`src/rtl/vga_timing_pkg.sv`:
```
// vga_timing_pkg: default 640x480@60 raster timing, sync bundle type and test-bar colours.
package vga_timing_pkg;

   localparam int DEF_H_VISIBLE  = 640;
   localparam int DEF_H_FP       = 16;
   localparam int DEF_H_SYNC     = 96;
   localparam int DEF_H_BP       = 48;
   localparam int DEF_H_TOTAL    = DEF_H_VISIBLE + DEF_H_FP + DEF_H_SYNC + DEF_H_BP;
   localparam int DEF_V_VISIBLE  = 480;
   localparam int DEF_V_FP       = 10;
   localparam int DEF_V_SYNC     = 2;
   localparam int DEF_V_BP       = 33;
   localparam int DEF_V_TOTAL    = DEF_V_VISIBLE + DEF_V_FP + DEF_V_SYNC + DEF_V_BP;
   localparam int DEF_PIPE_DEPTH = 2;

   // Width of one colour bar in the test pattern.
   localparam int BAR_W = 80;

   typedef struct packed {
      logic hs;
      logic vs;
      logic blank;
   } sync_t;

   // Idle raster state: both syncs inactive (high) and blanked.
   localparam sync_t SYNC_IDLE = '{hs: 1'b1, vs: 1'b1, blank: 1'b1};

   // Classic colour bars, left to right.
   localparam logic [23:0] BAR_RGB [8] = '{
      24'hFFFFFF, 24'hFFFF00, 24'h00FFFF, 24'h00FF00,
      24'hFF00FF, 24'hFF0000, 24'h0000FF, 24'h000000
   };

endpackage

```
`src/rtl/sync_delay_line.sv`:
```
// sync_delay_line: DEPTH-stage enabled shift register (DEPTH=0 is a wire) with async reset value.
module sync_delay_line #(
   parameter int             DEPTH   = 2,
   parameter int             W       = 3,
   parameter logic [W-1:0]   RST_VAL = '1
) (
   input  logic         clk,
   input  logic         rst_n,
   input  logic         en,
   input  logic [W-1:0] d,
   output logic [W-1:0] q
);

   // At least one stage is always built so the ports stay in use; it is bypassed when DEPTH is 0.
   localparam int N = (DEPTH == 0) ? 1 : DEPTH;

   logic [W-1:0] stage [N];

   // Shift one position per enabled step; reset loads the idle value into every stage.
   always_ff @(posedge clk or negedge rst_n) begin
      if (!rst_n) begin
         for (int i = 0; i < N; i++) stage[i] <= RST_VAL;
      end else if (en) begin
         stage[0] <= d;
         for (int i = 1; i < N; i++) stage[i] <= stage[i-1];
      end
   end

   assign q = (DEPTH == 0) ? d : stage[N-1];

endmodule

```
`src/rtl/vga_scan_out.sv`:
```
// vga_scan_out: raster counters, sync/blank re-alignment to RGB and VGA pin register; VGA_TEST_PATTERN_EN adds colour bars.
module vga_scan_out
   import vga_timing_pkg::*;
#(
   parameter int H_VISIBLE  = DEF_H_VISIBLE,
   parameter int H_FP       = DEF_H_FP,
   parameter int H_SYNC     = DEF_H_SYNC,
   parameter int H_BP       = DEF_H_BP,
   parameter int V_VISIBLE  = DEF_V_VISIBLE,
   parameter int V_FP       = DEF_V_FP,
   parameter int V_SYNC     = DEF_V_SYNC,
   parameter int V_BP       = DEF_V_BP,
   parameter int PIPE_DEPTH = DEF_PIPE_DEPTH
) (
   input  logic       Clk,
   input  logic       Reset_n,
   input  logic       pixel_en,
`ifdef VGA_TEST_PATTERN_EN
   input  logic       test_mode,
`endif
   input  logic [7:0] Red,
   input  logic [7:0] Green,
   input  logic [7:0] Blue,
   output logic [9:0] DrawX,
   output logic [9:0] DrawY,
   output logic       frame_start,
   output logic       vblank_start,
   output logic       VGA_HS,
   output logic       VGA_VS,
   output logic       VGA_BLANK_N,
   output logic [7:0] VGA_R,
   output logic [7:0] VGA_G,
   output logic [7:0] VGA_B
);

   localparam int H_TOTAL = H_VISIBLE + H_FP + H_SYNC + H_BP;
   localparam int V_TOTAL = V_VISIBLE + V_FP + V_SYNC + V_BP;

   localparam logic [9:0] H_LAST = 10'(H_TOTAL - 1);
   localparam logic [9:0] V_LAST = 10'(V_TOTAL - 1);
   localparam logic [9:0] H_VIS  = 10'(H_VISIBLE);
   localparam logic [9:0] V_VIS  = 10'(V_VISIBLE);
   localparam logic [9:0] HS_ON  = 10'(H_VISIBLE + H_FP);
   localparam logic [9:0] HS_OFF = 10'(H_VISIBLE + H_FP + H_SYNC - 1);
   localparam logic [9:0] VS_ON  = 10'(V_VISIBLE + V_FP);
   localparam logic [9:0] VS_OFF = 10'(V_VISIBLE + V_FP + V_SYNC - 1);
   localparam logic [9:0] V_VB   = 10'(V_VISIBLE - 1);

   logic [9:0]  h_cnt;
   logic [9:0]  v_cnt;
   logic        h_last;
   logic        v_last;
   sync_t       raw;
   sync_t       dly;
   logic [23:0] rgb_src;

   assign h_last = (h_cnt == H_LAST);
   assign v_last = (v_cnt == V_LAST);
   assign DrawX  = h_cnt;
   assign DrawY  = v_cnt;

   // Sync and blank as seen by the pixel currently being issued on DrawX/DrawY.
   assign raw = '{
      hs:    !((h_cnt >= HS_ON) && (h_cnt <= HS_OFF)),
      vs:    !((v_cnt >= VS_ON) && (v_cnt <= VS_OFF)),
      blank: (h_cnt >= H_VIS) || (v_cnt >= V_VIS)
   };

   // Raster position: horizontal advances per pixel step, vertical on each line wrap.
   always_ff @(posedge Clk or negedge Reset_n) begin
      if (!Reset_n) begin
         h_cnt <= '0;
         v_cnt <= '0;
      end else if (pixel_en) begin
         h_cnt <= h_last ? 10'd0 : h_cnt + 10'd1;
         if (h_last) v_cnt <= v_last ? 10'd0 : v_cnt + 10'd1;
      end
   end

   // One-Clk strobes raised by the step that lands on (0,0) or on the first vblank line.
   always_ff @(posedge Clk or negedge Reset_n) begin
      if (!Reset_n) begin
         frame_start  <= 1'b0;
         vblank_start <= 1'b0;
      end else begin
         frame_start  <= pixel_en && h_last && v_last;
         vblank_start <= pixel_en && h_last && (v_cnt == V_VB);
      end
   end

   // Hold timing back by the colour lookup latency so it lines up with the returned RGB.
   sync_delay_line #(
      .DEPTH   (PIPE_DEPTH),
      .W       ($bits(sync_t)),
      .RST_VAL (SYNC_IDLE)
   ) u_sync_dly (
      .clk   (Clk),
      .rst_n (Reset_n),
      .en    (pixel_en),
      .d     (raw),
      .q     (dly)
   );

`ifdef VGA_TEST_PATTERN_EN
   logic [9:0] x_dly;
   logic [2:0] bar;

   sync_delay_line #(
      .DEPTH   (PIPE_DEPTH),
      .W       (10),
      .RST_VAL ('0)
   ) u_x_dly (
      .clk   (Clk),
      .rst_n (Reset_n),
      .en    (pixel_en),
      .d     (h_cnt),
      .q     (x_dly)
   );

   assign bar     = 3'((x_dly >= 10'(8 * BAR_W)) ? 10'd7 : x_dly / 10'(BAR_W));
   assign rgb_src = test_mode ? BAR_RGB[bar] : {Red, Green, Blue};
`else
   assign rgb_src = {Red, Green, Blue};
`endif

   // Pin register: delayed syncs plus colour, forced black while blanked.
   always_ff @(posedge Clk or negedge Reset_n) begin
      if (!Reset_n) begin
         VGA_HS                <= 1'b1;
         VGA_VS                <= 1'b1;
         VGA_BLANK_N           <= 1'b0;
         {VGA_R, VGA_G, VGA_B} <= '0;
      end else if (pixel_en) begin
         VGA_HS                <= dly.hs;
         VGA_VS                <= dly.vs;
         VGA_BLANK_N           <= !dly.blank;
         {VGA_R, VGA_G, VGA_B} <= dly.blank ? 24'h0 : rgb_src;
      end
   end

endmodule

```
`config.mk`:
```
export PLATFORM = sky130hd
export DESIGN_NAME = vga_scan_out
export DESIGN_NICKNAME = d
export VERILOG_FILES = /design/src/rtl/vga_timing_pkg.sv /design/src/rtl/sync_delay_line.sv /design/src/rtl/vga_scan_out.sv
export SDC_FILE = /design/constraint.sdc
export NUM_CORES = 1
export LEC_CHECK = 0
export CAP_MARGIN = 5
export CELL_PAD_IN_SITES_DETAIL_PLACEMENT = 1
export CELL_PAD_IN_SITES_GLOBAL_PLACEMENT = 1
export CORE_UTILIZATION = 38
export CTS_CLUSTER_DIAMETER = 100
export DETAILED_ROUTE_END_ITERATION = 10
export PLACE_DENSITY = 0.88
export SLEW_MARGIN = 15
export SYNTH_ARGS = -nofsm -noshare
export SYNTH_HDL_FRONTEND = slang
export SYNTH_SLANG_ARGS = --single-unit
```
`constraint.sdc`:
```
create_clock -name Clk -period 4.45 [get_ports Clk]
set_input_delay 0.445 -clock Clk [delete_from_list [all_inputs] [get_ports Clk]]
set_output_delay 0.445 -clock Clk [all_outputs]
set_load 0.01 [all_outputs]
```
==> results of run 1 <==
==> layer usage <==
metal / wire length, um / track usage / part of all wire / up-vias
li1: - / - / - / 971
met1: 3010 / 0.277 / 0.45 / 1016
met2: 3220 / 0.344 / 0.49 / 63
met3: 339 / 0.0386 / 0.051 / 6
met4: 67 / 0.0564 / 0.010 / 0
met5: 0 / 0 / 0 / -
==> worst paths after layout <==
| check | end | slack (ns) |
|---|---|---|
| worst max-delay path | DrawY[9] | 2.25 |
| worst min register to register | VGA_BLANK_N | 0.50 |
| worst max register to register | DrawY[9] | 2.41 |
| max in group asynchronous | DrawY[6] | 3.74 |
| worst min-delay path | VGA_R[3] | 0.24 |
| min in group Clk | VGA_BLANK_N | 0.50 |
==> cell families (layout without fill, tap and decap cells) <==
kind of cell | Yosys count | after routing
buffers and inverters | 38 | 109
multiplexers | 6 | 6
AO/OA/AOI/OAI | 38 | 38
adder cells (fa/ha/maj) | 5 | 5
flip-flops | 55 | 55
XOR/XNOR | 13 | 13
AND/OR/NAND/NOR | 88 | 88
==> sequential cells by signal, indices dropped and copies added (netlist names) <==
register	cells
DrawX	10
DrawY	10
VGA_B	8
VGA_BLANK_N	1
VGA_G	8
VGA_HS	1
VGA_R	8
VGA_VS	1
frame_start	1
u_sync_dly.q	3
u_sync_dly.stage	3
vblank_start	1
==> cell type report <==
type	count	share of cell area
timing repair buffer	76	0.217
clock buffer	5	0.0199
inverter	25	0.0272
multi-input combinational	150	0.293
tap	77	0.0279
sequential	55	0.401
clock inverter	3	0.0134
==> Yosys cell counts <==
master,n,area (um2)
xnor2_1,11,96.3
nor3_1,3,15.0
mux2_2,5,56.3
and4_1,2,17.5
nand3b_1,19,143
and3_2,1,7.51
nor4_4,1,21.3
nand4b_1,2,17.5
inv_1,24,90.1
a21oi_1,3,15.0
ha_1,5,62.6
clkbuf_1,11,41.3
o21ai_0,25,125
clkinv_1,1,3.75
o41ai_1,1,8.76
xor2_1,2,17.5
or2_1,1,6.26
nand2_1,13,48.8
and3_1,3,18.8
nor2_1,16,60.1
nand3_1,10,50.1
or4b_1,2,20.0
dfstp_2,8,210
o21a_1,1,7.51
buf_2,1,5.00
and4_2,2,20.0
and2_1,1,6.26
a22o_1,5,43.8
nor4b_1,2,17.5
dfrtp_1,47,1180
mux2i_1,1,10.0
o22ai_1,1,6.26
a21o_1,1,7.51
buf_4,1,7.51
nor4_1,3,18.8
nand4_4,1,21.3
a31oi_1,1,6.26
nand4_1,5,31.3
nor4bb_1,1,10.0
==> power groups by stage <==
stage | logic, mW | clock network, mW | registers (mW)
2_1_floorplan | 0.101 | 0 | 0.627
5_1_grt | 0.286 | 0.378 | 0.632
3_3_place_gp | 0.250 | 0 | 0.627
4_1_cts | 0.265 | 0.355 | 0.622
3_5_place_dp | 0.263 | 0 | 0.630
6_report | 0.261 | 0.344 | 0.621
==> critical path: stages <==
cell	delay, ns
buf_2	0.69
nand4_4	0.21
nor4_4	0.43
or4b_1	0.47
a21oi_1	0.17
==> results.py, run 1 <==
metrics = {
    "global_route": {
        "overflow": 0,
        "grt_pass1_wl_mm": 11.6,
        "antenna_found_initial": 0,
        "grt_pass1_vias": 2232,
        "grt_usage": 0.207,
        "grt_max_degree": 57,
    },
    "layout": {
        "layout_commonest_cell": "clkdlybuf4s50_1",
        "fillCellCount": 708,
        "final_nets": 345,
        "design_area_mm2": 0.00345,
        "seqCellArea_mm2": 0.00139,
        "diodes": 0,
        "instances_no_fill": 391,
        "drive_gt1_frac": 0.0924,
        "syn_to_final_growth_pct": 35.6,
        "multi_input_area_mm2": 0.00101,
        "final_cell_mix": "clkdlybuf4s50_1 (73), dfrtp_1 (47), o21ai_0 (25)",
        "fin_util": 0.538,
    },
    "die": {
        "num_rows": 29,
        "start_util": 0.397,
        "core-area_mm2": 0.00642,
        "die_area_mm2": 0.00704,
        "ios": 76,
        "die_h_um": 83.9,
        "die_w_um": 83.9,
    },
    "sta": {
        "setup_slack_ns": 2.25,
        "fmax_mhz": 455,
        "setup_viol": 0,
        "hold_ws_ns": 0.244,
        "tightest_slew_ns": 0.921,
        "slew_headroom": 0.386,
        "hold_viol": 0,
        "fin_crit_ns": 2.20,
        "setup-tns-final_ns": 0,
        "period_share": 0.493,
        "finClkSkew_ns": 0.0142,
        "slew_viol_final": 0,
        "rsz0062_at_grt": "no",
    },
    "route": {
        "vias": 2056,
        "drtIter0Drc": 116,
        "routed_wl_mm": 6.64,
        "wl_per_cell_um": 17.0,
        "first_pass_iters": 7,
        "ant_nets": 0,
        "vias_per_cell": 5.26,
        "drc": 20,
    },
    "clock_network": {
        "htree_levels": 2,
        "cts_tree": "built",
        "clockBufferDepth": 2,
        "clock_latency_ns": 0.32,
        "clk_pin_slew_ns": 0.10,
        "cts.sinks": 55,
        "holdBufCountCts": 0,
        "cts_buffers": 5,
        "post_cts_resized": 0,
        "post-cts-setup-buffers": 0,
        "cts_root_buffer": "clkbuf_8",
    },
    "synthesis": {
        "synth_cells": 243,
        "syn-cell-area_mm2": 0.00255,
        "synth_fa_ha_area_frac": 0.0246,
        "synth_warnings": 0,
        "syn_nets": 275,
        "synth_compound_area_frac": 0.0864,
        "synth_top_family_by_area": "simple AND/OR/NAND/NOR gates",
        "synth.avg_cell_area_um2": 10.5,
        "synthMuxAreaShare": 0.0260,
        "ys_ff_latch": 55,
        "synth_xor_xnor_area_share": 0.0447,
        "synth_cell_types": 39,
        "yosys.area_share.simple": 0.216,
        "synth.yosys.seq_area_share": 0.544,
    },
    "place": {
        "placed_area_mm2": 0.00334,
        "hpwl_mm": 4.72,
        "dp.cells": 383,
        "routabilityCongestion": 0.808,
        "portBuffers": 75,
        "pre_cts_ws_ns": 1.93,
    },
    "setup_path": {
        "arrival_ns": 2.43,
        "critPathLaunchType": "input port",
        "required_ns": 4.68,
        "cp_max_fo": 56,
        "rr_startpoint": "DrawX[0]",
        "startpoint": "pixel_en",
        "worstSetupPathType": "input port to flop",
        "r2r_cells": 5,
        "cp-end-kind": "flop",
    },
    "power": {
        "vdd_drop_max_uv": 127,
        "p_comb_frac": 0.213,
        "swShare": 0.292,
        "clkPwrFrac": 0.281,
        "p_int_mw": 0.868,
        "p_sw_mw": 0.358,
        "p_seq_frac": 0.506,
        "power.leakage_nw": 1.44,
        "power_density_mw_per_mm2": 355,
        "p_total_mw": 1.23,
    },
    "run_status": {
        "outcome": "finished with violations",
        "failed_checks": "design-rule violations",
    },
    "run": {
        "maxCapViolations": 0,
    },
    "min_path": {
        "min_path_type": "input port to asynchronous set/reset pin",
    },
}
Power figures use the tool's default switching activity.
==> run 2, diff against run 1 <==
CORE_UTILIZATION = 36   (was 38)
PLACE_DENSITY = 0.84   (was 0.88)
clock period = 2.1 ns   (was 4.45 ns; I/O delays follow)
==> run 2 against run 1 <==
The run now ends clean. Critical endpoint unchanged. First-iteration DRC count is 28% lower. Clock-buffer cell count is 2 higher. Via count is 0.29% higher. Largest power group unchanged. Flip-flop and latch count stayed put.
==> results.py, run 2 (synthesis results as in run 1) <==
metrics = {
    "clock_network": {
        "cts_buffers": 5,
        "clk_pin_slew_ns": 0.10,
        "cts.sinks": 55,
        "htree_levels": 2,
        "cts_root_buffer": "clkbuf_8",
        "post_cts_resized": 0,
        "clockBufferDepth": 2,
        "cts_tree": "built",
        "clock_latency_ns": 0.31,
    },
    "layout": {
        "drive_gt1_frac": 0.103,
        "syn_to_final_growth_pct": 38.1,
        "final_nets": 351,
        "final_cell_mix": "clkdlybuf4s50_1 (73), dfrtp_1 (47), o21ai_0 (25)",
        "design_area_mm2": 0.00352,
        "layout_commonest_cell": "clkdlybuf4s50_1",
        "instances_no_fill": 416,
        "diodes": 0,
    },
    "setup_path": {
        "reg2reg_slack_ns": 0.21,
        "cp-end-kind": "flop",
        "worstSetupPathType": "flop to flop",
        "required_ns": 2.33,
        "critPathBufInv": 0,
        "cp_max_fo": 5,
        "cp_slowest_cell": "or4b_1",
        "cp_top_family": "simple AND/OR/NAND/NOR gates",
        "arrival_ns": 2.12,
        "max_stage_delay_ns": 0.47,
        "crit_chain": "ha_1, nand4_4, nor4_4, or4b_1, a21oi_1",
        "critPathLaunchType": "flop",
    },
    "global_route": {
        "grt_usage": 0.190,
        "overflow": 0,
        "grt_pass1_wl_mm": 10.9,
        "antenna_found_initial": 0,
        "grt_max_degree": 44,
        "grt_pass1_vias": 2184,
    },
    "sta": {
        "tightest_slew_ns": 0.607,
        "period_share": 0.899,
        "hold_viol": 0,
        "finClkSkew_ns": 0.0103,
        "slew_viol_final": 0,
        "fmax_mhz": 530,
        "setup-tns-final_ns": 0,
        "fin_crit_ns": 1.89,
        "rsz0062_at_grt": "no",
        "slew_headroom": 0.595,
        "setup_viol": 0,
    },
    "route": {
        "drtIter0Drc": 84,
        "routed_wl_mm": 6.58,
        "vias": 2062,
        "first_pass_iters": 4,
        "drc": 0,
        "ant_nets": 0,
        "wl_per_cell_um": 15.8,
        "vias_per_cell": 4.96,
    },
    "die": {
        "core-area_mm2": 0.00683,
        "die_area_mm2": 0.00742,
        "die_w_um": 86.1,
        "num_rows": 30,
        "ios": 76,
        "start_util": 0.373,
        "die_h_um": 86.1,
    },
    "run": {
        "maxCapViolations": 0,
    },
    "power": {
        "vdd_drop_max_uv": 329,
        "power_density_mw_per_mm2": 706,
        "power.leakage_nw": 1.46,
    },
    "place": {
        "portBuffers": 75,
        "dp.cells": 407,
        "hpwl_mm": 4.74,
        "placed_area_mm2": 0.00341,
        "routabilityCongestion": 0.796,
    },
    "run_status": {
        "outcome": "finished, final reports clean",
    },
    "min_path": {
        "min_path_type": "input port to flop",
    },
}
-- run 2: cell types whose count changed in the layout (fill, tap and decap cells not counted), sizes merged --
cell         change
buf              +5
clkbuf           +2
bufinv           -1
clkinv           +1
clkinvlp         -1
dlygate4sd3      +1
inv              -1
-- run 2: path summary, 6_finish.rpt --
path / startpoint / to / depth (start not counted)
min in group asynchronous: Reset_n / VGA_R[4] / 2
worst min register to register: VGA_BLANK_N / VGA_BLANK_N / 1
max in group asynchronous: Reset_n / VGA_VS / 3
worst max register to register: DrawX[0] / DrawY[9] / 5
worst max-delay path: DrawX[0] / DrawY[9] / 5
worst min-delay path: pixel_en / DrawX[4] / 3
-- run 2: repair_timing --
item / CTS / global route
buffers inserted: 0 / 0
hold buffers: 1 / 0
endpoints found under the hold margin: 21 / 0
-- run 2: area by class of cell --
class / count / area (um2)
well taps: 96 / 120
multi-input cells: 150 / 1010
clock buffers: 7 / 86.3
repair buffers: 82 / 808
flip-flops and latches: 55 / 1390
inverters: 25 / 93.8
fillers: 782 / 3310
clock inverters: 1 / 8.76
-- run 2: metrics by stage --
step / hold WS (ns) / power (mW) / utilization / setup slack (ns)
after floorplan: -0.0856 / 1.54 / - / 0.298
after global placement: 0.244 / 1.86 / 0.499 / 0.354
after detailed placement: 0.260 / 1.89 / 0.499 / 0.271
after CTS: 0.273 / 2.52 / 0.515 / 0.212
after global routing: 0.291 / 2.63 / 0.515 / 0.0587
final: 0.281 / 2.48 / 0.515 / 0.213
-- run 2: layer usage --
metal  up-vias  track usage  share of wire
met2        62        0.324           0.49
met1      1010        0.246           0.45
met4         0       0.0500          0.012
met3         7       0.0375          0.049
met5         -            0              0
li1        983            -              -
-- run 2: tightest hold or removal path, cell delays in order --
cell	delay, ns
buf_2	0.13
nand4_4	0.13
xnor2_1	0.08
-- run 2: where the power goes --
group	switching (mW)	internal [mW]	total, mW	leakage, nW
registers	0.140	1.17	1.31	0.683
logic	0.238	0.321	0.559	0.734
clock network	0.348	0.271	0.620	0.0484
total	0.727	1.76	2.48	1.46
